==> src/rtl/seg7_scan_mux_pkg.sv <==
// Shared types and helpers for the 7-segment scan driver.
// Sized for the widest supported display (8 digits); callers truncate.
package seg7_pkg;

  typedef enum logic {BLANK = 1'b0, SHOW = 1'b1} scan_state_t;

  localparam logic [7:0] AN_OFF = 8'hFF;

  // Bit i set when digit i is a leading zero; digit 0 always stays visible.
  function automatic logic [7:0] lz_mask(input logic [31:0] value, input int n);
    logic zero_above;
    zero_above = 1'b1;
    lz_mask    = '0;
    for (int i = 7; i >= 0; i--) begin
      if (i < n) begin
        zero_above = zero_above & (value[4*i +: 4] == 4'h0);
        lz_mask[i] = (i > 0) && zero_above;
      end
    end
  endfunction

endpackage

==> src/rtl/seg7_scan_mux_if.sv <==
// Display-word input and scan outputs of seg7_scan_mux.
interface seg7_scan_mux_if #(parameter int NUM_DIGITS = 4);
  localparam int IW = $clog2(NUM_DIGITS);

  logic [4*NUM_DIGITS-1:0] value;
  logic                    load;
  logic [NUM_DIGITS-1:0]   digit_mask;
  logic [3:0]              hex;
  logic [NUM_DIGITS-1:0]   an_n;
  logic [IW-1:0]           digit_idx;
  logic                    frame_start;

  modport master (output value, load, digit_mask,
                  input  hex, an_n, digit_idx, frame_start);
  modport slave  (input  value, load, digit_mask,
                  output hex, an_n, digit_idx, frame_start);
endinterface

==> src/rtl/seg7_scan_mux_scan_timer.sv <==
// BLANK/SHOW sequencer: counts cycles in each state and walks the digit index.
module seg7_scan_timer
  import seg7_pkg::*;
#(
  parameter int NUM_DIGITS     = 4,
  parameter int REFRESH_CYCLES = 50000,
  parameter int BLANK_CYCLES   = 16
) (
  input  logic                          clk,
  input  logic                          rst,
  output scan_state_t                   o_state,
  output logic [$clog2(NUM_DIGITS)-1:0] o_idx,
  output logic [$clog2(NUM_DIGITS)-1:0] o_idx_nxt,
  output logic                          o_show_start,
  output logic                          o_slot_end,
  output logic                          o_frame_end
);
  localparam int IW   = $clog2(NUM_DIGITS);
  localparam int CMAX = (REFRESH_CYCLES > BLANK_CYCLES) ? REFRESH_CYCLES : BLANK_CYCLES;
  localparam int CW   = ($clog2(CMAX) > 0) ? $clog2(CMAX) : 1;

  scan_state_t   r_state;
  logic [CW-1:0] r_cnt;
  logic [IW-1:0] r_idx;
  logic          w_blank_end, w_slot_end, w_last;

  assign w_blank_end = (r_state == BLANK) && (r_cnt == CW'(BLANK_CYCLES - 1));
  assign w_slot_end  = (r_state == SHOW)  && (r_cnt == CW'(REFRESH_CYCLES - 1));
  assign w_last      = (r_idx == IW'(NUM_DIGITS - 1));

  assign o_state      = r_state;
  assign o_idx        = r_idx;
  assign o_idx_nxt    = w_slot_end ? (w_last ? '0 : r_idx + 1'b1) : r_idx;
  assign o_show_start = w_blank_end;
  assign o_slot_end   = w_slot_end;
  assign o_frame_end  = w_slot_end && w_last;

  always_ff @(posedge clk or posedge rst) begin
    if (rst) begin
      r_state <= BLANK;
      r_cnt   <= '0;
      r_idx   <= '0;
    end else begin
      r_idx <= o_idx_nxt;
      if (w_blank_end) begin
        r_cnt   <= '0;
        r_state <= SHOW;
      end else if (w_slot_end) begin
        r_cnt   <= '0;
        r_state <= BLANK;
      end else begin
        r_cnt   <= r_cnt + 1'b1;
      end
    end
  end
endmodule

==> src/rtl/seg7_scan_mux.sv <==
// Common-anode multi-digit scan driver: frame-atomic display word, blanking
// gaps between digits and optional leading-zero suppression.
module seg7_scan_mux
  import seg7_pkg::*;
#(
  parameter int NUM_DIGITS     = 4,
  parameter int REFRESH_CYCLES = 50000,
  parameter int BLANK_CYCLES   = 16,
  parameter int LZ_SUPPRESS    = 1
) (
  input  logic             clk,
  input  logic             rst,
  seg7_scan_mux_if.slave   bus
);
  localparam int IW = $clog2(NUM_DIGITS);

  scan_state_t             w_state;
  logic [IW-1:0]           w_idx, w_idx_nxt;
  logic                    w_show_start, w_slot_end, w_frame_end;
  logic                    w_show_nxt;
  logic [3:0]              w_nib;
  logic [NUM_DIGITS-1:0]   w_lz, w_lit;

  logic [4*NUM_DIGITS-1:0] r_shadow, r_pending;
  logic                    r_pend_vld;
  logic [3:0]              r_hex;
  logic [NUM_DIGITS-1:0]   r_an_n;
  logic [IW-1:0]           r_digit_idx;
  logic                    r_frame_start;

  seg7_scan_timer #(
    .NUM_DIGITS     (NUM_DIGITS),
    .REFRESH_CYCLES (REFRESH_CYCLES),
    .BLANK_CYCLES   (BLANK_CYCLES)
  ) u_timer (
    .clk          (clk),
    .rst          (rst),
    .o_state      (w_state),
    .o_idx        (w_idx),
    .o_idx_nxt    (w_idx_nxt),
    .o_show_start (w_show_start),
    .o_slot_end   (w_slot_end),
    .o_frame_end  (w_frame_end)
  );

  // Outputs are registered from the timer's next state so they change on the
  // same edge as the state itself.
  assign w_show_nxt = w_show_start | ((w_state == SHOW) && !w_slot_end);
  assign w_nib      = r_shadow[{w_idx_nxt, 2'b00} +: 4];
  assign w_lz       = (LZ_SUPPRESS != 0) ? NUM_DIGITS'(lz_mask(32'(r_shadow), NUM_DIGITS)) : '0;
  assign w_lit      = (NUM_DIGITS'(1) << w_idx_nxt) & bus.digit_mask & ~w_lz;

  always_ff @(posedge clk or posedge rst) begin
    if (rst) begin
      r_shadow   <= '0;
      r_pending  <= '0;
      r_pend_vld <= 1'b0;
    end else if (w_frame_end) begin
      // A load landing on the boundary bypasses pending and wins outright.
      if (bus.load)        r_shadow <= bus.value;
      else if (r_pend_vld) r_shadow <= r_pending;
      r_pend_vld <= 1'b0;
    end else if (bus.load) begin
      r_pending  <= bus.value;
      r_pend_vld <= 1'b1;
    end
  end

  always_ff @(posedge clk or posedge rst) begin
    if (rst) begin
      r_hex         <= '0;
      r_an_n        <= AN_OFF[NUM_DIGITS-1:0];
      r_digit_idx   <= '0;
      r_frame_start <= 1'b0;
    end else begin
      if (w_show_nxt) r_hex <= w_nib;
      r_an_n        <= w_show_nxt ? ~w_lit : AN_OFF[NUM_DIGITS-1:0];
      r_digit_idx   <= w_idx_nxt;
      r_frame_start <= w_show_start && (w_idx == '0);
    end
  end

  assign bus.hex         = r_hex;
  assign bus.an_n        = r_an_n;
  assign bus.digit_idx   = r_digit_idx;
  assign bus.frame_start = r_frame_start;
endmodule

==> src/flat_wrapper.sv <==
// flat-port wrapper written by rule: the top's interface ports become plain ports
module seg7_scan_mux_flat import seg7_pkg::*;
#(
  parameter int NUM_DIGITS     = 4,
  parameter int REFRESH_CYCLES = 50000,
  parameter int BLANK_CYCLES   = 16,
  parameter int LZ_SUPPRESS    = 1
)
  (clk, rst, bus_value, bus_load, bus_digit_mask, bus_hex, bus_an_n, bus_digit_idx, bus_frame_start);
  seg7_scan_mux_if #(.NUM_DIGITS(NUM_DIGITS)) bus_i ();
  input  logic clk;
  input  logic rst;
  input wire logic [$bits(bus_i.value)-1:0] bus_value;
  input wire logic [$bits(bus_i.load)-1:0] bus_load;
  input wire logic [$bits(bus_i.digit_mask)-1:0] bus_digit_mask;
  output wire logic [$bits(bus_i.hex)-1:0] bus_hex;
  output wire logic [$bits(bus_i.an_n)-1:0] bus_an_n;
  output wire logic [$bits(bus_i.digit_idx)-1:0] bus_digit_idx;
  output wire logic [$bits(bus_i.frame_start)-1:0] bus_frame_start;
  assign bus_i.value = bus_value;
  assign bus_i.load = bus_load;
  assign bus_i.digit_mask = bus_digit_mask;
  assign bus_hex = bus_i.hex;
  assign bus_an_n = bus_i.an_n;
  assign bus_digit_idx = bus_i.digit_idx;
  assign bus_frame_start = bus_i.frame_start;
  seg7_scan_mux #(.NUM_DIGITS(NUM_DIGITS), .REFRESH_CYCLES(REFRESH_CYCLES), .BLANK_CYCLES(BLANK_CYCLES), .LZ_SUPPRESS(LZ_SUPPRESS)) u_core (.clk(clk), .rst(rst), .bus(bus_i));
endmodule
==> config.mk <==
export PLATFORM = sky130hd
export DESIGN_NAME = seg7_scan_mux_flat
export DESIGN_NICKNAME = d
export VERILOG_FILES = /design/src/rtl/seg7_scan_mux_pkg.sv /design/src/rtl/seg7_scan_mux_if.sv /design/src/rtl/seg7_scan_mux_scan_timer.sv /design/src/rtl/seg7_scan_mux.sv /design/src/flat_wrapper.sv
export SDC_FILE = /design/constraint.sdc
export NUM_CORES = 1
export LEC_CHECK = 0
export CAP_MARGIN = 20
export CORE_MARGIN = 2
export CORE_UTILIZATION = 55
export DETAILED_ROUTE_END_ITERATION = 8
export PLACE_DENSITY = 0.89
export SLEW_MARGIN = 40
export SYNTH_ARGS = -nofsm -noshare
export SYNTH_HDL_FRONTEND = slang
export SYNTH_SLANG_ARGS = --single-unit
==> constraint.sdc <==
create_clock -name clk -period 5.85 [get_ports clk]
set_clock_uncertainty 0.2 [all_clocks]
set_input_delay 1.4625 -clock clk [delete_from_list [all_inputs] [get_ports clk]]
set_output_delay 1.4625 -clock clk [all_outputs]
set_load 0.02 [all_outputs]
==> results.toml, run 1 <==
[place]
gp_congestion = 0.8569
dp_hpwl_um = 3750
port_buffers = 33
place_worst_setup_slack_ps = 2200

[synth]
synth_compound_area_share_pct = 8.503
synth_mux_area_share_pct = 14.71
post-synth-top-area-fraction_pct = 49.46
yosys_warnings = 0
synth_cells = 259
syn-num-nets = 285
synth_top_family_by_area = "simple AND/OR/NAND/NOR gates"
synth_area_per_cell_sq_um = 11.14
yosys-top-cells-area = "dfrtp_1 49%, mux2_2 7.4%, mux2i_1 7.3%, dfstp_2 3.6%, nand2_1 3.5%"
yosys.area.top_type = "dfrtp_1"
synth-simple-area-share_pct = 15.75
synth_fa_ha_area_share_pct = 1.302
netlist_area_sq_um = 2884
synth-xor-area-share_pct = 4.252
ys_types = 40
yosys_register_bits = 61
ys_seq_area_share_pct = 53.10

[grt]
antenna_found_initial = 0
grt.overflow.total = 0
grt_pass1_wl_um = 9170
grt_max_degree = 62
track_usage_pct = 20.19
grt_pass1_vias = 2033

[detailed_routing]
routedWlPerCell_um = 14.34
dr.pass1.iters = 4
postRouteAntennaNets = 0
drtIter0Drc = 90
drc_errors = 0
drt_wl_total_um = 5333
viasPerCell = 5.422
vias = 2017

[clock_network]
cts-root-buf = "clkbuf_8"
cts-htree-levels = 3
cts_buffers = 9
cts.path.max_buffers = 2
post_cts_buffers = 0
clkSlewWorstSetupHoldPaths_ps = 60
insertion_delay_ps = 340
tritoncts = "built"
cts_hold_buf = 0
clock_sinks = 61
postCtsResizedCells = 0

[sta]
worst_slew_margin_rel_pct = 51.94
setup_viol = 0
finalSetupTns_ps = 0
rsz0062_at_grt = "no"
fmax_mhz = 304.8
period_minus_slack_ps = 3281
tightest_slew_ps = 720.9
report.final.slew_viol_count = 0
finalWorstSetupSlack_ps = 2569
period_share_pct = 56.08
hold_violations = 0

[setup_path]
timing.critical_path.buf_inv = 1
criticalPathCategory = "flop to primary output"
crit_fanout = 10
path_cells = "clkdlybuf4s50_1"
crit_path_max_incr_delay_ps = 690
crit_path_start = "u_core.bus.digit_idx[0]"
cp-start-kind = "flop"
crit_path_top_delay_cell = "clkdlybuf4s50_1"
worstPathRequired_ps = 4190
path_delay_family = "buffers and inverters"
endpoint_kind = "primary output"
rr_startpoint = "u_core.u_timer.r_cnt[0]"
cp.arrival_ps = 1620

[job]
drv_cap = 0

[final_layout]
nNetsFinal = 323
n_antenna_cell = 0
layout-drive-gt1-share_pct = 18.87
syn_to_final_growth_pct = 20.48

[power_and_ir_drop]
p_clk_share_pct = 42.2
swShare_pct = 21.41
leakage_uw = 0.001536
combPwrFrac_pct = 6.2
internal-power_uw = 669.1
pwr-share-seq_pct = 51.5
power.switching_uw = 182.3
p_per_area_nw_per_um2 = 245.1
max-vdd-ir-drop_uv = 184.5

[worst_hold_path]
worstHoldStart = "u_core.u_timer.r_cnt[0]"
worstHoldPathType = "flop to flop"

[die]
coreArea_sq_um = 5075
num_rows = 26
initial_utilization_pct = 56.83
num_io_pins = 34
die_h_um = 76.42
die-area_sq_um = 5839
die_w_um = 76.42

[outcome]
status = "finished clean"
==> power groups by stage <==
stage | Sequential [uW] | Clock, uW | Combinational (uW)
5_1_grt | 440 | 387 | 58.5
6_report | 439 | 360 | 53.0
2_1_floorplan | 446 | 0 | 30.3
4_1_cts | 439 | 367 | 54.1
3_3_place_gp | 446 | 0 | 53.2
3_5_place_dp | 446 | 0 | 53.8
==> stage by stage <==
stage                     hold WS (ps)  utilization, %  area [sq um]  cells  total power (uW)
final                            282.9           68.47          3475    372             851.5
after global placement           261.3           64.60          3278    355             498.8
after detailed placement         268.3           64.60          3278    355             500.2
after floorplan                  249.7               -          2884    259             475.9
after CTS                        281.9           68.37          3470    371             860.3
after global routing             299.8           68.47          3475    372             885.3
==> cell usage after synthesis, drive strengths merged <==
| master | instances |
|---|---|
| mux2 | 19 |
| a221oi | 2 |
| nand2 | 28 |
| nor2 | 25 |
| o21a | 2 |
| buf | 6 |
| or4 | 4 |
| dfrtp | 57 |
| a31oi | 4 |
| mux2i | 21 |
| nor4 | 2 |
| clkbuf | 4 |
| nor3 | 5 |
| a21oi | 3 |
| xnor2 | 3 |
| and3 | 3 |
| a2bb2o | 1 |
| nand3 | 13 |
| o31ai | 1 |
| nand4 | 4 |
| o22ai | 1 |
| dfstp | 4 |
| o31a | 1 |
| or4b | 1 |
| or2 | 2 |
| inv | 6 |
| o2111ai | 1 |
| o21ai | 18 |
| o211ai | 2 |
| xor2 | 11 |
| ha | 3 |
| and2 | 2 |
==> sequential cells by signal, indices dropped and copies added (netlist names) <==
register / count
u_core.bus.frame_start: 1
u_core.bus.hex: 4
u_core.bus.digit_idx: 2
u_core.r_pend_vld: 1
u_core.u_timer.o_state: 1
u_core.r_shadow: 16
u_core.r_pending: 16
u_core.bus.an_n: 4
u_core.u_timer.r_cnt: 16
==> path summary, 6_finish.rpt <==
kind                                           end  slack, ps  cells after the start
max in group asynchronous   u_core.u_timer.o_state       3530                      3
min in group asynchronous     u_core.r_pending[13]       1450                      3
setup reg to reg               u_core.r_pending[1]       3060                      7
hold reg to reg            u_core.u_timer.r_cnt[0]        280                      1
hold / removal             u_core.u_timer.r_cnt[0]        280                      1
setup / recovery                  bus_digit_idx[0]       2570                      1
==> placed cells by master, fill, tap and decap left out, types with 2 or more instances in the layout <==
cell / count
xnor2_1: 3
buf_4: 3
nor2_2: 2
mux2_2: 19
nand2_1: 27
or2_2: 2
ha_1: 3
nor2_1: 23
clkbuf_8: 10
nand4_1: 3
and2_1: 2
o21a_1: 2
nor3_1: 5
and3_1: 3
nand3_1: 12
or4_1: 4
inv_2: 2
inv_1: 4
clkdlybuf4s50_1: 33
dfstp_2: 4
dfrtp_1: 57
o21ai_0: 18
a221oi_2: 2
xor2_1: 11
mux2i_1: 21
a21oi_1: 3
o211ai_1: 2
a31oi_1: 4
clkinv_2: 4
==> kinds of logic after synthesis <==
group,after synthesis
fa+ha+maj,3
compound gates,36
flops,61
xor+xnor,14
mux,40
simple gates,89
buf+inv,16
==> metal layers <==
metal	up-vias	GRT usage [%]	wire length, um
li1	989	-	-
met1	970	25.58	2469
met2	41	30.97	2531
met3	17	4.976	196
met4	0	13.09	135
met5	-	0	0
==> final cells by class <==
class | count | area (sq um)
fill | 376 | 1600
sequential | 61 | 1531
multi-input combinational | 182 | 1284
timing repair buffer | 37 | 357.8
clock buffer | 11 | 141.4
tap | 70 | 87.58
clock inverter | 5 | 50.05
inverter | 6 | 22.52
(Power assumes the default switching activity.)
==> run 2: changes to the inputs <==
Settings changed: CORE_UTILIZATION 55 to 50, PLACE_DENSITY 0.89 to 0.85.
Clock period 5.85 ns to 2.75 ns, I/O delays scaled along.
==> run 2 against run 1 <==
Against the previous run: sequential share of layout area shrank 0.50 points; non-clock buffer count grew 1; worst setup slack lost 2300 ps; utilization down 5.0 points; cell area grew 1.2%; register-to-register slack got worse by 2800 ps; clock-buffer cell count unchanged; sequential cell count is the same; power grew 120%; clock power is 130% higher; first-iteration DRC count up 14%; final cell count rose by 0.81%; largest cell class unchanged; highest routed layer unchanged.
==> results.toml, run 2 (same netlist as run 1, synthesis figures left out) <==
[outcome]
status = "finished clean"

[grt]
met2_usage_pct = 29.75
grt_max_degree = 62
grt_pass1_vias = 1991
grt.overflow.total = 0
met3_usage_pct = 6.448
grt_pass1_wl_um = 9432
grtUsageMet1_pct = 25.46
antenna_found_initial = 0
busiest_layer = "met2"
track_usage_pct = 19.75

[final_layout]
nNetsFinal = 324
finalInstanceArea_sq_um = 3515
reg_top3 = "u_core.r_pending x16, u_core.r_shadow x16, u_core.u_timer.r_cnt x16"
syn_to_final_growth_pct = 21.87
layout-drive-gt1-share_pct = 18.81
n_antenna_cell = 0
final_common_cell = "dfrtp_1"
final_cell_mix = "57 x dfrtp_1, 33 x clkdlybuf4s50_1, 27 x nand2_1, 23 x nor2_1, 21 x mux2i_1"

[setup_path]
cp.arrival_ps = 1640
path_delay_family = "buffers and inverters"
path_cells = "clkdlybuf4s50_1"
criticalPathCategory = "flop to primary output"
crit_path_max_incr_delay_ps = 690
crit_fanout = 10
worstPathRequired_ps = 1860
timing.critical_path.buf_inv = 1
cp-start-kind = "flop"
endpoint_kind = "primary output"
crit_path_top_delay_cell = "clkdlybuf4s50_1"

[worst_hold_path]
worstHoldPathType = "flop to flop"

[clock_network]
insertion_delay_ps = 350
clkSlewWorstSetupHoldPaths_ps = 60
tritoncts = "built"
cts-htree-levels = 3
post_cts_buffers = 0
postCtsResizedCells = 0
cts-root-buf = "clkbuf_8"
cts.path.max_buffers = 2
cts_buffers = 9
clock_sinks = 61
cts_hold_buf = 0

[detailed_routing]
routedWlPerCell_um = 14.81
drt_wl_total_um = 5552
drc_errors = 0
drtIter0Drc = 103
postRouteAntennaNets = 0
dr.pass1.iters = 4
viasPerCell = 5.461
vias = 2048

[power_and_ir_drop]
max-vdd-ir-drop_uv = 321.3
leakage_uw = 0.001553
p_per_area_nw_per_um2 = 537.8

[sta]
period_share_pct = 91.88
worst_slew_margin_rel_pct = 65.47
tightest_slew_ps = 512.6
finalSetupTns_ps = 0
fmax_mhz = 395.8
report.final.slew_viol_count = 0
setup_viol = 0
rsz0062_at_grt = "no"
period_minus_slack_ps = 2527
hold_violations = 0

[job]
drv_cap = 0

[place]
port_buffers = 33
dp_hpwl_um = 3874
dpl_cell_area_sq_um = 3308
gp_congestion = 0.8506

[die]
die_w_um = 79.95
die-area_sq_um = 6391
num_io_pins = 34
num_rows = 27
die_h_um = 79.95
initial_utilization_pct = 52.06
coreArea_sq_um = 5540
[run 2: cell count changes in the layout (fill, tap and decap cells not counted)]
cell,delta
clkinv_2,-1
clkbuf_1,+1
buf_2,-1
clkbuf_8,-1
buf_4,+1
buf_12,+1
bufinv_16,+1
[run 2: area by class of cell]
cell class              instances  area [sq um]
multi-input cells             182          1284
well taps                      72         90.09
fillers                       452          2026
clock inverters                 5         75.07
repair buffers                 38         380.4
inverters                       6         22.52
flip-flops and latches         61          1531
clock buffers                  11         131.4
[run 2: stage by stage]
| step | hold WS (ps) | total power (uW) | cells | utilization [%] | worst slack, ps |
|---|---|---|---|---|---|
| 3_5_place_dp | 280.0 | 1066 | 359 | 59.71 | 266.9 |
| 6_report | 292.3 | 1890 | 375 | 63.44 | 223.3 |
| 4_1_cts | 298.1 | 1910 | 375 | 63.44 | 214.6 |
| 5_1_grt | 323.3 | 1966 | 375 | 63.44 | 132.8 |
| 2_1_floorplan | 249.7 | 1012 | 259 | - | 356.1 |
| 3_3_place_gp | 264.4 | 1063 | 359 | 59.71 | 334.9 |
[run 2: path summary, 6_finish.rpt]
path / slack, ps / endpoint / start / depth (start not counted)
min reg2reg: 290 / u_core.u_timer.r_cnt[0] / u_core.u_timer.r_cnt[0] / 1
max in group asynchronous: 1530 / u_core.bus.an_n[0] / rst / 3
max reg2reg: 230 / u_core.bus.hex[2] / u_core.bus.digit_idx[0] / 6
max: 220 / bus_digit_idx[0] / u_core.bus.digit_idx[0] / 1
min in group asynchronous: 510 / u_core.r_pend_vld / rst / 3
min: 290 / u_core.u_timer.r_cnt[0] / u_core.u_timer.r_cnt[0] / 1
[run 2: power breakdown]
part,leakage (uW),internal (uW),switching (uW)
Clock,0.000107,506,337
Sequential,0.000783,923,10.8
Combinational,0.000663,66.3,47.6
Total,0.00155,1490,396
[run 2: layer usage]
| metal | up-vias | part of all wire (%) | wire, um |
|---|---|---|---|
| li1 | 996 | - | - |
| met1 | 980 | 45 | 2487 |
| met2 | 58 | 47 | 2630 |
| met3 | 14 | 5.1 | 284 |
| met4 | 0 | 2.7 | 150 |
| met5 | - | 0 | 0 |
